==> src/rtl/arb_req_queue.sv <==
// arb_req_queue: per-channel request FIFOs feeding a two-requester arbiter, with a registered pop port.
// Optional macro ARB_REQ_QUEUE_STATS_EN adds per-channel pop counters (gcnt0/gcnt1) and a starve flag.
module arb_req_queue_ch #(
  parameter int WIDTH = 8,
  parameter int DEPTH = 4,
  parameter int AW    = 2
) (
  input  logic             clk,
  input  logic             reset,
  input  logic             push,
  input  logic             pop,
  input  logic [WIDTH-1:0] din,
  output logic             req,
  output logic             full,
  output logic             ovf,
  output logic [WIDTH-1:0] head
);
  logic [WIDTH-1:0] mem [DEPTH];
  logic [AW-1:0]    wr_ptr, rd_ptr;
  logic [AW:0]      cnt;
  logic             wr_en;

  assign req  = (cnt != '0);
  assign full = (cnt == (AW+1)'(DEPTH));
  assign head = mem[rd_ptr];
  // A pop in the same cycle frees the slot, so a push into a full FIFO still lands.
  assign wr_en = push && (!full || pop);

  always_ff @(posedge clk or negedge reset) begin
    if (!reset) begin
      wr_ptr <= '0;
      rd_ptr <= '0;
      cnt    <= '0;
      ovf    <= 1'b0;
    end else begin
      if (wr_en) wr_ptr <= wr_ptr + AW'(1);
      if (pop)   rd_ptr <= rd_ptr + AW'(1);
      if (wr_en && !pop)      cnt <= cnt + (AW+1)'(1);
      else if (pop && !wr_en) cnt <= cnt - (AW+1)'(1);
      if (push && !wr_en) ovf <= 1'b1;
    end
  end

  always_ff @(posedge clk) begin
    if (wr_en) mem[wr_ptr] <= din;
  end
endmodule

module arb_req_queue #(
  parameter int WIDTH = 8,
  parameter int DEPTH = 4,
  parameter int AW    = 2
) (
  input  logic             clk,
  input  logic             reset,
  input  logic             push0,
  input  logic [WIDTH-1:0] din0,
  input  logic             push1,
  input  logic [WIDTH-1:0] din1,
  output logic             full0,
  output logic             full1,
  output logic             req0,
  output logic             req1,
  input  logic             gnt0,
  input  logic             gnt1,
  output logic             out_valid,
  output logic             out_ch,
  output logic [WIDTH-1:0] out_data,
  output logic             ovf0,
  output logic             ovf1,
`ifdef ARB_REQ_QUEUE_STATS_EN
  output logic [15:0]      gcnt0,
  output logic [15:0]      gcnt1,
  output logic             starve,
`endif
  output logic             err
);
  localparam int NUM_LANES = 2;

  logic [NUM_LANES-1:0]            push, gnt, req, full, ovf, pop;
  logic [NUM_LANES-1:0][WIDTH-1:0] din, head;
  logic                            viol;

  assign push  = {push1, push0};
  assign gnt   = {gnt1, gnt0};
  assign din   = {din1, din0};
  assign req0  = req[0];
  assign req1  = req[1];
  assign full0 = full[0];
  assign full1 = full[1];
  assign ovf0  = ovf[0];
  assign ovf1  = ovf[1];

  // A grant only pops when it is exclusive and lands on a non-empty channel.
  assign pop[0] = gnt[0] && req[0] && !gnt[1];
  assign pop[1] = gnt[1] && req[1] && !gnt[0];
  assign viol   = (gnt[0] && gnt[1]) || (gnt[0] && !req[0]) || (gnt[1] && !req[1]);

  for (genvar i = 0; i < NUM_LANES; i++) begin : g_ch
    arb_req_queue_ch #(.WIDTH(WIDTH), .DEPTH(DEPTH), .AW(AW)) u_ch (
      .clk  (clk),
      .reset(reset),
      .push (push[i]),
      .pop  (pop[i]),
      .din  (din[i]),
      .req  (req[i]),
      .full (full[i]),
      .ovf  (ovf[i]),
      .head (head[i])
    );
  end

  always_ff @(posedge clk or negedge reset) begin
    if (!reset) begin
      out_valid <= 1'b0;
      out_ch    <= 1'b0;
      out_data  <= '0;
      err       <= 1'b0;
    end else begin
      out_valid <= |pop;
      if (|pop) begin
        out_ch   <= pop[1];
        out_data <= pop[1] ? head[1] : head[0];
      end
      if (viol) err <= 1'b1;
    end
  end

`ifdef ARB_REQ_QUEUE_STATS_EN
  logic [NUM_LANES-1:0][15:0] gcnt;
  logic [NUM_LANES-1:0][3:0]  wait_cnt;

  assign gcnt0 = gcnt[0];
  assign gcnt1 = gcnt[1];

  // wait_cnt tracks consecutive requesting cycles without a pop; the 16th such cycle flags starve.
  always_ff @(posedge clk or negedge reset) begin
    if (!reset) begin
      gcnt     <= '0;
      wait_cnt <= '0;
      starve   <= 1'b0;
    end else begin
      for (int i = 0; i < NUM_LANES; i++) begin
        if (pop[i] && gcnt[i] != 16'hFFFF) gcnt[i] <= gcnt[i] + 16'd1;
        if (!req[i] || pop[i])        wait_cnt[i] <= '0;
        else if (wait_cnt[i] == 4'hF) starve      <= 1'b1;
        else                          wait_cnt[i] <= wait_cnt[i] + 4'd1;
      end
    end
  end
`endif
endmodule

==> config.mk <==
export PLATFORM = sky130hd
export DESIGN_NAME = arb_req_queue
export DESIGN_NICKNAME = d
export VERILOG_FILES = /design/src/rtl/arb_req_queue.sv
export SDC_FILE = /design/constraint.sdc
export NUM_CORES = 1
export LEC_CHECK = 0
export ABC_AREA = 1
export CAP_MARGIN = 20
export CORE_ASPECT_RATIO = 0.7
export CORE_UTILIZATION = 30
export CTS_CLUSTER_SIZE = 16
export DETAILED_ROUTE_END_ITERATION = 8
export GPL_TIMING_DRIVEN = 0
export MAX_ROUTING_LAYER = met4
export PLACE_DENSITY = 0.48
export SYNTH_ARGS = -nofsm -noshare
export SYNTH_HDL_FRONTEND = slang
export SYNTH_SLANG_ARGS = --single-unit
==> constraint.sdc <==
create_clock -name clk -period 2.6 [get_ports clk]
set_clock_uncertainty 0.05 [all_clocks]
set_input_delay 0.78 -clock clk [delete_from_list [all_inputs] [get_ports clk]]
set_output_delay 0.78 -clock clk [all_outputs]
set_load 0.01 [all_outputs]
==> reports/qor.csv <==
stage,metric,value,unit
sta,Least-Margin Pin Slew,966,ps
worst_setup_path,WP data required,1770,ps
pwr,P_sw,1.87,mW
synthesis,Netlist Area Pre-Place,0.00410,mm2
worst_hold_path,Hold Crit Class,register to register,
placement,port buffer count,38,
cts,Skew-Pair Late Insertion Delay,340,ps
synthesis,"Warnings, synthesis",0,
cts,CTS H-Tree Depth,3,
routing,mean routed wirelength per cell,12.8,um
sta,maximum clock rate,0.399,GHz
cts,CTS tree,built,
global_routing,first-pass GRT wire length,13.6,mm
synthesis,Post-Synth Adder-Cell Area,0.0403,
sta,Final Hold Vio Count,0,
die,die width,142,um
die,Die Ht,99.8,um
routing,Vias,2608,
layout,Finished Core Util,0.384,
worst_setup_path,Crit Path Class,register to output port,
placement,Detailed Place HPWL,5.78,mm
synthesis,largest family of logic cells by synthesized area,simple AND/OR/NAND/NOR gates,
placement,gpl congestion,0.757,
cts,postcts setup bufs,0,
synthesis,Yosys cell types,28,
sta,"Slew Viols, Final",0,
synthesis,post-synthesis compound-gate area fraction,0.0198,
layout,"most common cell after layout, fill and taps aside",nand2_1,
global_routing,Total GRT Usage,0.133,
synthesis,simple-gate portion of the synthesized area,0.184,
sta,hold slack final,421,ps
pwr,Static Leak,2.25,nW
synthesis,Syn Nets,428,
worst_setup_path,Arrival @ worst endpoint,1680,ps
sta,"Setup violations, final",0,
cts,CTS Buffer Depth,2,
die,core footprint,0.0132,mm2
synthesis,Avg Inst Size Synth,10.4,um2
job,max-cap violation count,0,
sta,Max-slew headroom,0.354,
pwr,Gate power share,0.354,
sta,period utilization,0.965,
sta,setup TNS,0,ps
sta,Tmin final,2510,ps
layout,ant diodes,0,
cts,CTS clock-pin slew for the worst setup and hold paths,60,ps
synthesis,Post-Synth XOR/XNOR Area,0.0171,
cts,post-CTS resize count,0,
cts,clock sinks,91,
routing,Detailed Route Iter0 Violations,142,
pwr,clock share of power,0.240,
global_routing,largest net degree at the start of global routing,19,
sta,RSZ-0062 raised after global routing,true,
die,initial core utilization,0.310,
synthesis,multiplexer share of the synthesized area,0.00549,
routing,WL final,8.11,mm
layout,share of post-route cells with drive strength above 1,0.118,
die,io pins,39,
global_routing,GR Overflow Total,0,
placement,post-place setup slack,-355,ps
routing,vias per inst,4.11,
pwr,worst IR drop on VDD,0.436,mV
global_routing,vias in the first global route,2611,
global_routing,initial antenna violation count,0,
worst_setup_path,Worst Path Max Fanout,4,
pwr,internal power,3.48,mW
layout,most frequent cells in the layout,"85 x nand2_1, 82 x inv_1, 64 x edfxtp_1, 50 x nand3_1, 37 x clkdlybuf4s50_1",
routing,post-route ant nets,0,
sta,final worst slack,92.0,ps
cts,Root Driver,clkbuf_16,
routing,TritonRoute pass-1 iters,4,
layout,area grow syn2layout,23.7,%
synthesis,post-synthesis sequential area ratio,0.633,
routing,DRC Markers,0,
run_status,status,finished clean,
worst_setup_path,Worst setup EP type,output port,
cts,hold buffer count at cts,0,
cts,CTS buffer count,9,
synthesis,Mapped Cells,394,
pwr,Flop pwr share,0.406,
layout,Nets,478,
pwr,Sw Ratio,0.349,
synthesis,Synth Register Bits,91,
die,Die ar.,0.0142,mm2
pwr,Power Density,1050,mW/mm2
die,num rows,35,
worst_setup_path,startpoint types,register,
==> registers in the layout (all words and copies together) (netlist names) <==
register          flops
out_data              8
out_ch                1
g_ch.u_ch.ovf         2
g_ch.u_ch.wr_ptr      4
g_ch.u_ch.cnt         6
out_valid             1
g_ch.u_ch.rd_ptr      4
err                   1
g_ch.u_ch.mem        64
==> layout make-up <==
| class | instances | area, um2 |
|---|---|---|
| Fill cell | 1339 | 8150 |
| Sequential cell | 91 | 2600 |
| Multi-Input combinational cell | 204 | 1130 |
| Timing Repair Buffer | 39 | 410 |
| Inverter | 90 | 343 |
| Tap cell | 185 | 231 |
| Clock buffer | 9 | 225 |
| Buffer | 9 | 68.8 |
| Clock inverter | 7 | 67.6 |
==> synth_stat cells, drive strengths merged <==
| master | number | share of area |
|---|---|---|
| xnor2 | 2 | 0.0043 |
| o21ai | 8 | 0.0098 |
| xor2 | 6 | 0.013 |
| nor3 | 2 | 0.0049 |
| a31o | 2 | 0.0043 |
| nor2 | 22 | 0.022 |
| buf | 9 | 0.017 |
| inv | 90 | 0.084 |
| nand3 | 51 | 0.063 |
| edfxtp | 64 | 0.47 |
| nand2 | 93 | 0.093 |
| dfrtp | 27 | 0.16 |
| fa | 2 | 0.0098 |
| mux2 | 2 | 0.0055 |
| ha | 10 | 0.031 |
| a21oi | 4 | 0.0058 |
==> power groups by stage <==
stage	Sequential, mW	Clock, mW	Combinational [mW]
floorplan	2.19	0	1.21
detailed placement	2.20	0	1.89
global route	2.22	1.38	2.16
finish	2.17	1.28	1.90
CTS	2.17	1.32	1.90
global placement	2.19	0	1.87
==> worst max-delay path, cell delays in order (launching register included) <==
cell and delay, ps:
dfrtp_1 460, nor3_4 290, clkdlybuf4s50_1 590
==> worst paths after layout <==
check,from,slack (ps),depth (start not counted),endpoint
min reg2reg,g_ch[0].u_ch.ovf$_DFFE_PN0P_,420,1,g_ch[0].u_ch.ovf$_DFFE_PN0P_
max,g_ch[0].u_ch.cnt[0]$_DFFE_PN0P_,90,2,full0
max reg2reg,g_ch[0].u_ch.cnt[0]$_DFFE_PN0P_,440,10,g_ch[0].u_ch.cnt[1]$_DFFE_PN0P_
min in group asynchronous,reset,760,1,out_valid$_DFF_PN0_
max in group asynchronous,reset,1240,2,g_ch[1].u_ch.wr_ptr[1]$_DFFE_PN0P_
min,g_ch[0].u_ch.ovf$_DFFE_PN0P_,420,1,g_ch[0].u_ch.ovf$_DFFE_PN0P_
==> cell families after synthesis <==
kind of cell / after synthesis
adder cells (fa/ha/maj): 12
XOR/XNOR: 8
multiplexers: 2
flip-flops: 91
AO/OA/AOI/OAI: 14
buffers and inverters: 99
AND/OR/NAND/NOR: 168
==> layer usage <==
metal  track usage  vias up  routed length [um]
met4        0.0397        0                  61
met2         0.183       48                3320
met3        0.0348        7                 340
li1              -     1336                   -
met5             -        -                   0
met1         0.191     1217                4400
==> through the flow <==
stage / cell area [um2] / total power [mW] / std cells
floorplan: 4100 / 3.40 / 394
global placement: 4710 / 4.06 / 617
detailed placement: 4740 / 4.09 / 618
CTS: 5030 / 5.39 / 634
global route: 5070 / 5.76 / 634
finish: 5070 / 5.35 / 634
(Power assumes the default switching activity.)
